<file path="config.mk">
export PLATFORM = sky130hd
export DESIGN_NAME = control_clave
export DESIGN_NICKNAME = d
export VERILOG_FILES = /design/src/rtl/control_clave.sv
export SDC_FILE = /design/constraint.sdc
export NUM_CORES = 1
export LEC_CHECK = 0
export CORE_MARGIN = 5
export CORE_UTILIZATION = 40
export DETAILED_ROUTE_END_ITERATION = 10
export PLACE_DENSITY = 0.6
export SKIP_CTS_REPAIR_TIMING = 1
export SYNTH_ARGS = -nofsm -noshare
export SYNTH_HDL_FRONTEND = slang
export SYNTH_SLANG_ARGS = --single-unit
</file>
<file path="constraint.sdc">
create_clock -name clk -period 2.2 [get_ports clk]
set_input_delay 0.22 -clock clk [delete_from_list [all_inputs] [get_ports clk]]
set_output_delay 0.22 -clock clk [all_outputs]
set_load 0.03 [all_outputs]
</file>
<file path="src/rtl/control_clave.sv">
// Passcode sequencer: buffers up to four keypad digits, checks them on '#',
// pulses grant on a match and enters a timed alarm lockout after repeated failures.
module control_clave #(
  parameter logic [15:0] CODE           = 16'h4693,
  parameter int unsigned MAX_TRIES      = 3,
  parameter logic [31:0] TIMEOUT_CYCLES = 32'd500_000_000,
  parameter logic [31:0] LOCK_CYCLES    = 32'd1_500_000_000
) (
  input  logic       clk,
  input  logic       rst,
  input  logic       enable,
  input  logic       key_valid,
  input  logic [3:0] key,
  output logic       grant,
  output logic       alarm,
  output logic       locked,
  output logic [2:0] count,
  output logic [1:0] tries,
  output logic [1:0] mns
);

  // IDLE wait presence | ENTRY collect keys | CHECK compare | GRANT open pulse | DENY count failure | LOCKOUT alarm
  typedef enum logic [2:0] {IDLE, ENTRY, CHECK, GRANT, DENY, LOCKOUT} state_t;

  localparam logic [2:0]  MAX_T    = 3'(MAX_TRIES);
  localparam logic [31:0] TO_LAST  = TIMEOUT_CYCLES - 32'd1;
  localparam logic [31:0] LCK_LAST = LOCK_CYCLES - 32'd1;

  localparam logic [1:0] MSG_PROMPT = 2'b00;
  localparam logic [1:0] MSG_WRONG  = 2'b01;
  localparam logic [1:0] MSG_OPEN   = 2'b10;
  localparam logic [1:0] MSG_ALARM  = 2'b11;

  state_t      state, state_n;
  logic [15:0] buffer, buffer_n;
  logic [2:0]  count_n;
  logic [1:0]  tries_n, mns_n;
  logic [31:0] timer, timer_n;
  logic [2:0]  tries_inc;
  logic        is_digit;

  assign is_digit  = (key <= 4'd9);
  assign tries_inc = {1'b0, tries} + 3'd1;

  always_ff @(posedge clk or posedge rst) begin
    if (rst) begin
      state  <= IDLE;
      buffer <= '0;
      count  <= '0;
      tries  <= '0;
      mns    <= MSG_PROMPT;
      timer  <= '0;
    end else begin
      state  <= state_n;
      buffer <= buffer_n;
      count  <= count_n;
      tries  <= tries_n;
      mns    <= mns_n;
      timer  <= timer_n;
    end
  end

  always_comb begin
    state_n  = state;
    buffer_n = buffer;
    count_n  = count;
    tries_n  = tries;
    mns_n    = mns;
    timer_n  = '0;
    case (state)
      IDLE: begin
        if (enable) begin
          state_n  = ENTRY;
          buffer_n = '0;
          count_n  = '0;
          mns_n    = MSG_PROMPT;
        end
      end
      ENTRY: begin
        if (!enable) begin
          state_n  = IDLE;
          buffer_n = '0;
          count_n  = '0;
        end else if (key_valid) begin
          // every strobe, even an ignored code, restarts the inactivity timer
          if (is_digit) begin
            mns_n = MSG_PROMPT;
            if (count < 3'd4) begin
              buffer_n = {buffer[11:0], key};
              count_n  = count + 3'd1;
            end
          end else if (key == 4'hE) begin
            buffer_n = '0;
            count_n  = '0;
            mns_n    = MSG_PROMPT;
          end else if (key == 4'hF) begin
            state_n = (count == 3'd4) ? CHECK : DENY;
          end
        end else if (timer == TO_LAST) begin
          state_n  = IDLE;
          buffer_n = '0;
          count_n  = '0;
        end else begin
          timer_n = timer + 32'd1;
        end
      end
      CHECK: state_n = (buffer == CODE) ? GRANT : DENY;
      GRANT: begin
        state_n  = IDLE;
        tries_n  = '0;
        mns_n    = MSG_OPEN;
        buffer_n = '0;
        count_n  = '0;
      end
      DENY: begin
        tries_n  = tries_inc[1:0];
        buffer_n = '0;
        count_n  = '0;
        // the alarm message must already be showing on the first lockout cycle
        if (tries_inc == MAX_T) begin
          state_n = LOCKOUT;
          mns_n   = MSG_ALARM;
        end else begin
          state_n = ENTRY;
          mns_n   = MSG_WRONG;
        end
      end
      LOCKOUT: begin
        if (timer == LCK_LAST) begin
          state_n = IDLE;
          tries_n = '0;
          mns_n   = MSG_PROMPT;
        end else begin
          timer_n = timer + 32'd1;
        end
      end
      default: state_n = IDLE;
    endcase
  end

  assign grant  = (state == GRANT);
  assign alarm  = (state == LOCKOUT);
  assign locked = (state == LOCKOUT);

endmodule

</file>
Yosys cells after proc, flatten, opt, wreduce, memory -nomap -nowiden
Index checks and enable logic that the tools add are counted.
Operators by class
  add/sub/neg operators: 3
  order comparisons: 2
  equality and inequality tests: 23
  mux-type cells: 41
  reduce and logical (&&, ||, !) cells: 9
Operator list (number)
  $mux W32: 4
  $mux W16: 7
  $pmux W32 S2: 1
  $mux W3: 17
  $pmux W16 S3: 1
  $add A32 B1 Y32 const B: 1
  $eq A32 B29 Y1 const B: 1
  $eq A32 B31 Y1 const B: 1
  $eq A16 B15 Y1 const B: 1
  $ne A4 B4 Y1 const B: 4
  $pmux W3 S5: 1
  $mux W2: 7
  $reduce_and A6 Y1: 2
  $ne A5 B5 Y1 const B: 2
  $pmux W2 S5: 1
  $eq A3 B2 Y1 const B: 3
  $eq A3 B3 Y1 const B: 3
  $pmux W3 S3: 1
  $eq A4 B4 Y1 const B: 2
  $ne A2 B2 Y1 const B: 3
  $pmux W2 S3: 1
  $reduce_bool A3 Y1: 2
  $reduce_and A5 Y1: 1
  $reduce_bool A5 Y1: 1
  10 further kinds: 10
Word-level totals
  register bits after elaboration: 58
  output and inout port bits: 10

Logic depth before layout (Yosys ltp)
Gate-level depths: netlist of run 1.
  word-level depth: 8
  mapped depth: 8
  depth with buffers taken out: 6

Worst setup path after synthesis of run 1
OpenSTA, ideal clock, no wires.
  path type: register to register
  start point: register timer[0]
  end point: register timer[9]
  library setup time: 0.119 ns
  arrival time: 1.913 ns
  path slack: 0.168 ns
  cell stages (with the launch flop): 8
  buffers on the path: 1
  period minus slack after synthesis: 2.032 ns
  cells stage by stage: dfrtp_1 ha_1 and4_4 nand2_2 or4_4 a22oi_4 buf_6 nor2_1
On the way
  cells in the longest elaborated chain, start to end: 5
RTL lines
  start, declared: RTL line 38  | logic [31:0] timer, timer_n;
  start signal, assigned: RTL line 59  | timer <= timer_n;
  $add A32 B1 Y32 or $eq A32 B29 Y1 (tied branches): RTL line 104, 134, 99
  $mux W32: RTL line 99  | end else if (timer == TO_LAST) begin
  $mux W32: RTL line 84  | end else if (key_valid) begin
  $mux W32: RTL line 80  | if (!enable) begin
  $pmux W32 S2 (*): RTL line 70  | case (state)
  named net timer_n[9]: RTL line 38
Mark *: on every way through the listed nets, which the timed path passes. The rest lies on a longest branch.
A chain may end at the register's enable or synchronous reset.

Final worst setup path of run 1
  start point: register timer[1]
  end point: register timer[3]
The elaborated chain is that of the path after synthesis.

==> results.md, run 1 <==
- Status: finished clean
- RSZ-0062 raised after global routing: no
- Sw Ratio: between 30% and 40%
- Cell variety after synth: 45
- Die width: ~100 um
- R2r endpoint: timer[3]
- Port-buffer cells: 17
- Pre-CTS setup slack: between 0.03 and 0.04 ns
- Core area: roughly 7700 um^2
- Filler cells: around 710
- Number of placement rows: 32
- Gr busiest metal: met2
- Cell Area, Placed: 3590 um^2
- CP peak stage delay: between 0.5 and 0.6 ns
- Die area: about 9800 um^2
- Seq/Total Area, Yosys: 45.6%
- Most instantiated cells after synthesis: 58 x dfrtp_1, 40 x nor2_1, 31 x nand2_1
- Syn_nets: ~340
- Pleak: approximately 1.8 nW
- WP buf/inv: 2
- Met1 Use GR: between 10% and 20%
- Layout Skew: 0.0111 ns
- GRT Resource Usage Total: about 14%
- TNS Setup: 0 ns
- Clk_lat worst skew: approximately 0.33 ns
- GR Overflow Total: 0
- Die height: between 90 and 100 um
- Final net count: just under 400
- Clk pwr share: between 30% and 40%
- Vias per cell: 5.20
- Setup crit start kind: flop
- Routed WL: just over 7000 um
- VDD IR max: between 300 and 400 uV
- Largest delay contributor family on the critical path: simple AND/OR/NAND/NOR gates
- Sequential share of power: between 30% and 40%
- R2R Setup Slk: around 0.096 ns
- WHS: ~0.26 ns
- Clk sinks: between 50 and 60
- Max cap viols: 0
- Final HPWL DP: ~4700 um
- Leading register cell type out of synthesis: dfrtp_1
- Reg2reg start: timer[1]
- Post-synth top area cell: dfrtp_1
- Starting density of the core: 41.2%
- Yosys warnings: 0
- Ys async rst share: 100%
- CP arrival: 2.32 ns
- Boundary Pins: 18
- Endpoints failing hold: 0
- Met2 usage in global routing: between 20 and 25%
- Total power: 3.46 mW
- Mean Syn Cell Area: 9.58 um^2
- Pwr/cell area: 854 nW/um^2
- CTS max path bufs: 2
- Number of synthesized register bits: 58
- Syn Inst Count: approximately 330
- Final Cell Area: between 4000 and 5000 um^2
- Initial antenna violation count: 0
- Synth top area share: between 40 and 50%
- P_sw: 1.04 mW
- Logic gate share of total power: 34.2%
- CP Cell Sequence: ha_4 -> and4_4 -> nand2_4 -> or4_4 -> a22oi_4 -> buf_4 -> buf_12 -> nor2_1
- Final min period: between 2 and 2.5 ns
- Slew @ Worst Pin: about 0.44 ns
- DR DRC count: 0
- Area growth syn-to-layout: 27.4%
- Number of global-route vias before repair: 2410
- R2R cell count: 8
- Drt first pass iters: 4
- Relative slew slack: 70.9%
- Slowest CP cell: or4_4
- Post-DRT Antenna Nets: 0
- Htree depth: 3
- Clock Pin Slew Worst Setup and Hold Paths: ~0.06 ns
- Inserted Clock Buffers: 9
- Max-slew violation count: 0
- Share of layout cells above drive strength 1: between 10% and 20%
- Iteration-0 DRC Markers: about 130
- Synthesized area: approximately 3200 um^2
- Detailed-route wire length per cell: around 15 um
- Root buffer cell: clkbuf_8
- Count leader, synth: dfrtp_1
- Setup ws final: 0.0961 ns
- Routing usage on met3: under 10%
- Largest net degree at the start of global routing: 59
- P_int: between 2 and 2.5 mW
- GP Congestion: 0.803
- ANT cells: 0
- Max frequency: 475 MHz
- CP Data Required Time: 2.41 ns
- Number of synthesized flops with an enable pin: 0
- Final setup vio count: 0
- TritonCTS clock tree: yes
- Critical path type: reg2reg
- Synth top area cells: dfrtp_1 46%, xor2_1 5.2%, mux2i_1 5.0%
- First-pass GRT wire length: roughly 11000 um
- Min-delay worst type: in2async
- Crit share post-route: between 90% and 100%
- Crit. End Element: flop
- Via count: roughly 2500
- Crit path max fanout: 8
-- placed cells by master, fill, tap and decap left out, types with 6 or more instances in the layout --
cell and instances:
inv_1 21, buf_4 28, dfrtp_1 58, and3_1 12, clkbuf_8 10, xnor2_1 11
nand3_1 20, nand2_1 31, nor2_1 40, clkdlybuf4s50_1 16, mux2i_1 16, nor3b_1 6
nor4bb_1 6, nand4_1 12, xor2_1 19
-- power groups by stage --
stage	Combinational [mW]	Sequential [mW]	Clock (mW)
after floorplan	0.585	1.27	0
after global placement	0.906	1.21	0
after detailed placement	0.906	1.21	0
after CTS	0.908	1.20	1.11
after global routing	1.27	1.21	1.16
final	1.18	1.20	1.08
-- through the flow --
stage | utilization (%) | cells
after floorplan | - | 332
after global placement | 46.4 | 458
after detailed placement | 46.4 | 458
after CTS | 49.3 | 474
after global routing | 52.4 | 490
final | 52.4 | 490
-- final cells by class --
type                    instances  area [um^2]  area share (%)
clock buffers                  11          141            3.49
clock inverters                 5         77.6            1.91
inverters                      22         82.6            2.04
multi-input cells             238         1600            39.5
flip-flops and latches         58         1450            35.8
well taps                     102          128            3.15
repair buffers                 54          569            14.0
-- routing by layer --
layer	wire, um	vias to the layer above
li1	-	1252
met2	3370	48
met4	138	0
met1	3420	1236
met5	0	-
met3	298	11
-- worst min-delay path: stages --
cell and delay, ns:
clkdlybuf4s50_1 0.41, inv_2 0.07, buf_12 0.27
-- logic make-up after synthesis --
group / Yosys count / share of synthesized area, %
and+or+nand+nor: 163 / 28.0
DFF: 58 / 45.6
buffers and inverters: 36 / 5.31
xor gates and xnor gates: 30 / 8.26
AOI/OAI and AO/OA: 22 / 5.07
muxes: 19 / 6.10
adders and majority gates: 4 / 1.57
-- state kept, by name, summed over array words and instances (netlist names) --
signal / cells
timer: 32
buffer: 16
count: 3
state: 3
mns: 2
tries: 2
-- how the worst max path moves through the flow --
stage | from | end | slack (ns) | cells past startpoint
2_1_floorplan | timer[0] | timer[9] | 0.17 | 7
3_3_place_gp | timer[12] | buffer[9] | 0.06 | 6
3_5_place_dp | timer[1] | buffer[6] | 0.03 | 8
4_1_cts | state[2] | grant | 0.007 | 4
5_1_grt | state[2] | alarm | 0.006 | 3
6_report | timer[1] | timer[3] | 0.1 | 8
Note: power is estimated with default switching activity, not from simulation.
==> inputs of run 2 (changes only) <==
--- a/config.mk
+++ b/config.mk
@@ -6,9 +6,9 @@
 export NUM_CORES = 1
 export LEC_CHECK = 0
 export CORE_MARGIN = 5
-export CORE_UTILIZATION = 40
+export CORE_UTILIZATION = 59
 export DETAILED_ROUTE_END_ITERATION = 10
-export PLACE_DENSITY = 0.6
+export PLACE_DENSITY = 0.82
 export SKIP_CTS_REPAIR_TIMING = 1
 export SYNTH_ARGS = -nofsm -noshare
 export SYNTH_HDL_FRONTEND = slang
==> run 2 against run 1 <==
Net effect: largest power group unchanged; clock power shrank 8%; setup slack lost 0.12 ns; register-to-register slack lost 0.12 ns; cell count shrank 7.6%; maximum frequency shrank 5.2%; non-clock buffer count shrank 5; the run now ends with negative setup slack left; clock-buffer cell count grew 3; routed wire length shrank 1.5%; total power shrank 5.5%; clock skew is essentially flat.
==> results.md, run 2 (synthesized netlist as in run 1, its figures left out) <==
- Status: finished with violations (was finished clean)
- Failing checks: negative setup slack
- DP Cell Count: 424 (was 458)
- Die area: 6960 um^2 (was 9830 um^2)
- Layout Skew: 0.0109 ns (was 0.0111 ns)
- CP peak stage delay: 0.56 ns (was 0.55 ns)
- Largest delay contributor family on the critical path: simple AND/OR/NAND/NOR gates (unchanged)
- Commonest non-fill, non-tap cell in the layout: dfrtp_1 (unchanged)
- Final net count: 390 (was 395)
- Filler cells: 317 (was 711)
- Pleak: 1.69 nW (was 1.77 nW)
- Inserted Clock Buffers: 9 (unchanged)
- CP arrival: 2.45 ns (was 2.32 ns)
- Reg2reg start: timer[1] (unchanged)
- Slew @ Worst Pin: 0.530 ns (was 0.437 ns)
- P_sw: 1.03 mW (was 1.04 mW)
- Setup ws final: -0.0201 ns (was 0.0961 ns)
- RSZ-0062 raised after global routing: yes (was no)
- Slowest CP cell: or4_4 (unchanged)
- Crit path max fanout: 5 (was 8)
- GRT Resource Usage Total: 20.6% (was 14.4%)
- Max cap viols: 0 (unchanged)
- GR Overflow Total: 0 (unchanged)
- Final setup vio count: 8 (was 0)
- Clock Pin Slew Worst Setup and Hold Paths: 0.06 ns (about the same)
- Share of layout cells above drive strength 1: 17.8% (about the same)
- CP Data Required Time: 2.43 ns (was 2.41 ns)
- Port-buffer cells: 17 (unchanged)
- Htree depth: 3 (unchanged)
- Endpoints failing hold: 0 (unchanged)
- Initial antenna violation count: 0 (unchanged)
- Post-DRT Antenna Nets: 0 (unchanged)
- P_int: 2.24 mW (was 2.42 mW)
- ANT cells: 0 (unchanged)
- Core area: 5170 um^2 (was 7730 um^2)
- WP buf/inv: 2 (unchanged)
- Final min period: 2.22 ns (was 2.10 ns)
- Pwr/cell area: 835 nW/um^2 (was 854 nW/um^2)
- Top flop regs: timer (32), buffer (16) (unchanged)
- Multi-input logic area: 1630 um^2 (was 1600 um^2)
- Number of placement rows: 26 (was 32)
- R2r endpoint: timer[12] (was timer[3])
- Biggest register: timer (unchanged)
- Starting density of the core: 61.5% (was 41.2%)
- Clk sinks: 58 (unchanged)
- Relative slew slack: 64.6% (was 70.9%)
- Vias per cell: 5.69 (was 5.20)
- Iteration-0 DRC Markers: 162 (was 127)
- Final HPWL DP: 4600 um (was 4660 um)
- Clk pwr share: 30.3% (was 31.1%)
- Reg area: 1450 um^2 (unchanged)
- R2R cell count: 8 (unchanged)
- Max reg flops: 32 (unchanged)
- Sw Ratio: 31.6% (was 30.0%)
- DR DRC count: 0 (unchanged)
- WHS: 0.242 ns (was 0.264 ns)
- Clk_lat worst skew: 0.34 ns (was 0.33 ns)
- CP Cell Sequence: ha_4 -> and4_4 -> nand2_4 -> or4_4 -> a22oi_4 -> buf_6 -> clkbuf_16 -> nor2_2 (was ha_4 -> and4_4 -> nand2_4 -> or4_4 -> a22oi_4 -> buf_4 -> buf_12 -> nor2_1)
- Boundary Pins: 18 (unchanged)
- R2R Setup Slk: -0.02 ns (was 0.1 ns)
- Max-slew violation count: 0 (unchanged)
- Fin cells: 453 (was 490)
- Number of global-route vias before repair: 2429 (was 2410)
- CTS max path bufs: 2 (unchanged)
- Crit share post-route: 101% (was 95.6%)
- Largest net degree at the start of global routing: 36 (was 59)
- Critical path type: reg2reg (unchanged)
- Via count: 2579 (was 2547)
- Sequential share of power: 36.8% (was 34.7%)
- Detailed-route wire length per cell: 15.7 um (was 14.8 um)
- Drt first pass iters: 4 (unchanged)
- Die width: 83.4 um (was 99.2 um)
- First-pass GRT wire length: 11500 um (about the same)
- Crit. End Element: flop (unchanged)
- Die height: 83.4 um (was 99.2 um)
- Final Cell Area: 3920 um^2 (was 4050 um^2)
- GP Congestion: 0.834 (was 0.803)
- Most frequent cells in the layout: 58 x dfrtp_1, 33 x nor2_1, 31 x nand2_1 (was 58 x dfrtp_1, 40 x nor2_1, 31 x nand2_1)
- Root buffer cell: clkbuf_8 (unchanged)
- VDD IR max: 515 uV (was 305 uV)
- Routed WL: 7120 um (was 7230 um)
- Setup crit start kind: flop (unchanged)
- Cell Area, Placed: 3520 um^2 (was 3590 um^2)
- Max frequency: 450 MHz (was 475 MHz)
- Logic gate share of total power: 32.9% (was 34.2%)
- TritonCTS clock tree: yes (unchanged)
- Min-delay worst type: in2async (unchanged)
- Area growth syn-to-layout: 23.2% (was 27.4%)
-- run 2: layout make-up --
cell class	instances	share of cell area [%]
Multi-Input combinational cell	238	41.6
Sequential cell	58	37.0
Timing Repair Buffer	49	11.9
Clock buffer	14	4.15
Tap cell	70	2.24
Inverter	22	2.11
Clock inverter	2	0.894
-- run 2: stage by stage --
step,utilization [%],total power [mW],TNS [ns],worst slack (ns)
floorplan,-,1.85,0,0.168
global placement,68.0,2.09,0,0.113
detailed placement,68.0,2.11,0,0.0329
CTS,71.9,3.09,0,0.0280
global route,75.7,3.43,-1.54,-0.0745
finish,75.7,3.27,-0.103,-0.0201
-- run 2: power by group through the flow --
stage          clock network, mW  registers [mW]  logic [mW]
2_1_floorplan                  0            1.27       0.585
5_1_grt                     1.06            1.21        1.16
4_1_cts                     1.00            1.19       0.893
3_3_place_gp                   0            1.21       0.879
6_report                   0.993            1.20        1.08
3_5_place_dp                   0            1.22       0.890
-- run 2: worst max-delay path by stage --
stage	from	to	slack (ns)	cells after the start
2_1_floorplan	timer[0]	timer[9]	0.17	7
3_3_place_gp	timer[1]	timer[14]	0.11	7
3_5_place_dp	timer[1]	timer[27]	0.03	7
4_1_cts	timer[1]	timer[26]	0.03	7
5_1_grt	timer[8]	buffer[2]	-0.07	6
6_report	timer[1]	timer[12]	-0.02	8
-- run 2: routing by layer --
metal | part of all wire, % | up-vias | routed length (um) | track usage, %
met3 | 5.8 | 11 | 415 | 5.84
met1 | 45 | 1267 | 3220 | 27.5
met5 | 0 | - | 0 | 0
met2 | 48 | 64 | 3390 | 32.4
met4 | 1.3 | 0 | 91 | 6.58
li1 | - | 1237 | - | -
==> inputs of run 3 (changes only) <==
--- a/config.mk
+++ b/config.mk
@@ -5,7 +5,7 @@
 export SDC_FILE = /design/constraint.sdc
 export NUM_CORES = 1
 export LEC_CHECK = 0
-export CORE_MARGIN = 5
+export CORE_MARGIN = 3
 export CORE_UTILIZATION = 59
 export DETAILED_ROUTE_END_ITERATION = 10
 export PLACE_DENSITY = 0.82
==> run 3 against run 2 <==
Net effect: critical path depth shrank 1; global-route usage increased by 2.6 points; largest power group unchanged; register-to-register slack better by 0.06 ns; cell count fell by 2.2%; the flow now finishes without violations.
==> results.md, run 3 (synthesized netlist as in run 1, its figures left out) <==
- WHS: 0.245 ns (was 0.242 ns)
- Core area: 5170 um^2 (unchanged)
- Root buffer cell: clkbuf_8 (unchanged)
- Starting density of the core: 61.5% (unchanged)
- Setup ws final: 0.0408 ns (was -0.0201 ns)
- Initial antenna violation count: 0 (unchanged)
- Final min period: 2.16 ns (was 2.22 ns)
- Drt first pass iters: 4 (unchanged)
- Pleak: 1.63 nW (was 1.69 nW)
- CTS max path bufs: 2 (unchanged)
- Most frequent cells in the layout: 56 x dfrtp_1, 40 x nor2_1, 31 x nand2_1 (was 58 x dfrtp_1, 33 x nor2_1, 31 x nand2_1)
- Min-delay worst type: in2async (unchanged)
- Crit. End Element: flop (unchanged)
- Clk_lat worst skew: 0.35 ns (was 0.34 ns)
- TritonCTS clock tree: yes (unchanged)
- Inserted Clock Buffers: 9 (unchanged)
- Critical path type: reg2reg (unchanged)
- Boundary Pins: 18 (unchanged)
- Port-buffer cells: 17 (unchanged)
- Routed WL: 7010 um (was 7120 um)
- Max reg flops: 32 (unchanged)
- CP arrival: 2.43 ns (was 2.45 ns)
- DR DRC count: 0 (unchanged)
- First-pass GRT wire length: 11400 um (was 11500 um)
- Largest net degree at the start of global routing: 37 (was 36)
- Share of layout cells above drive strength 1: 15.0% (was 17.8%)
- TNS Setup: 0 ns (was -0.103 ns)
- Vias per cell: 5.83 (was 5.69)
- Layout Skew: 0.0106 ns (was 0.0109 ns)
- Post-DRT Antenna Nets: 0 (unchanged)
- Htree depth: 3 (unchanged)
- Die area: 6310 um^2 (was 6960 um^2)
- Relative slew slack: 63.7% (was 64.6%)
- ANT cells: 0 (unchanged)
- Pwr/cell area: 812 nW/um^2 (was 835 nW/um^2)
- GR Overflow Total: 0 (unchanged)
- Biggest register: timer (unchanged)
- Clk sinks: 58 (unchanged)
- Final net count: 382 (was 390)
- Die height: 79.4 um (was 83.4 um)
- Number of global-route vias before repair: 2480 (was 2429)
- Status: finished clean (was finished with violations)
- Area growth syn-to-layout: 19.0% (was 23.2%)
- Commonest non-fill, non-tap cell in the layout: dfrtp_1 (unchanged)
- Crit share post-route: 98.1% (was 101%)
- Clock Pin Slew Worst Setup and Hold Paths: 0.07 ns (was 0.06 ns)
- Crit path max fanout: 6 (was 5)
- CP Data Required Time: 2.47 ns (was 2.43 ns)
- Final setup vio count: 0 (was 8)
- Die width: 79.4 um (was 83.4 um)
- Pre-CTS setup slack: 0.0236 ns (was 0.0329 ns)
- Number of placement rows: 26 (unchanged)
- GP Congestion: 0.829 (was 0.834)
- Detailed-route wire length per cell: 15.8 um (was 15.7 um)
- Max frequency: 463 MHz (was 450 MHz)
- Setup crit start kind: flop (unchanged)
- Max-slew violation count: 0 (unchanged)
- Max cap viols: 0 (unchanged)
- Slew @ Worst Pin: 0.544 ns (was 0.530 ns)
- VDD IR max: 566 uV (was 515 uV)
- Via count: 2581 (was 2579)
- Iteration-0 DRC Markers: 203 (was 162)
- Top flop regs: timer (32), buffer (16) (unchanged)
- Endpoints failing hold: 0 (unchanged)
- GRT Resource Usage Total: 23.1% (was 20.6%)
- Final HPWL DP: 4450 um (was 4600 um)
==> run 3: cell types whose count changed in the layout (fill, tap and decap cells not counted), moves of 2 or more <==
cell,delta
clkbuf_1,-2
dfrtp_2,+2
clkinv_2,+2
nor2_4,-2
buf_6,-3
nor2_1,+7
dfrtp_1,-2
clkbuf_8,-2
buf_4,-4
nor2_2,-5
==> run 3: metrics by stage <==
stage	total power, mW	area, um^2	std cells	utilization (%)
floorplan	1.85	3180	332	-
global placement	2.08	3520	424	68.0
detailed placement	2.09	3520	424	68.0
CTS	3.01	3690	438	71.4
global route	3.22	3780	443	73.1
finish	3.07	3780	443	73.1
==> run 3: layout make-up <==
| cell class | count | area (um^2) |
|---|---|---|
| Multi-Input combinational cell | 238 | 1590 |
| Timing Repair Buffer | 41 | 399 |
| Sequential cell | 58 | 1450 |
| Clock buffer | 10 | 128 |
| Inverter | 22 | 82.6 |
| Fill cell | 365 | 1390 |
| Tap cell | 70 | 87.6 |
| Clock inverter | 4 | 45.0 |
==> run 3: where the power goes <==
group          internal (mW)  switching (mW)
combinational          0.436           0.523
sequential              1.14          0.0589
clock                  0.504           0.410
==> run 3: worst paths after layout <==
check                           startpoint       end  slack [ns]  cells after the start
max in group asynchronous              rst  timer[1]        1.38                      3
worst max-delay path              timer[0]  state[1]        0.04                      7
worst min register to register    count[2]  count[2]        0.52                      1
worst max register to register    timer[0]  state[1]        0.04                      7
min in group clk                  count[2]  count[2]        0.52                      1
worst min-delay path                   rst    mns[0]        0.24                      2
==> run 3: layer usage <==
layer  global-route usage [%]  routed length [um]  up-vias  share of wire [%]
met1                     30.8                3130     1264                 45
met2                     36.0                3400       79                 49
met5                        0                   0        -                  0
met4                     8.08                 110        0                1.6
li1                         -                   -     1225                  -
met3                     6.77                 365       13                5.2
==> run 3: critical path, stage by stage (launching register included) <==
cell and delay (ns):
dfrtp_1 0.35, ha_2 0.21, and4_4 0.26, nand2_2 0.11, or4_4 0.53, a22oi_4 0.32
buf_4 0.17, nor3b_2 0.14
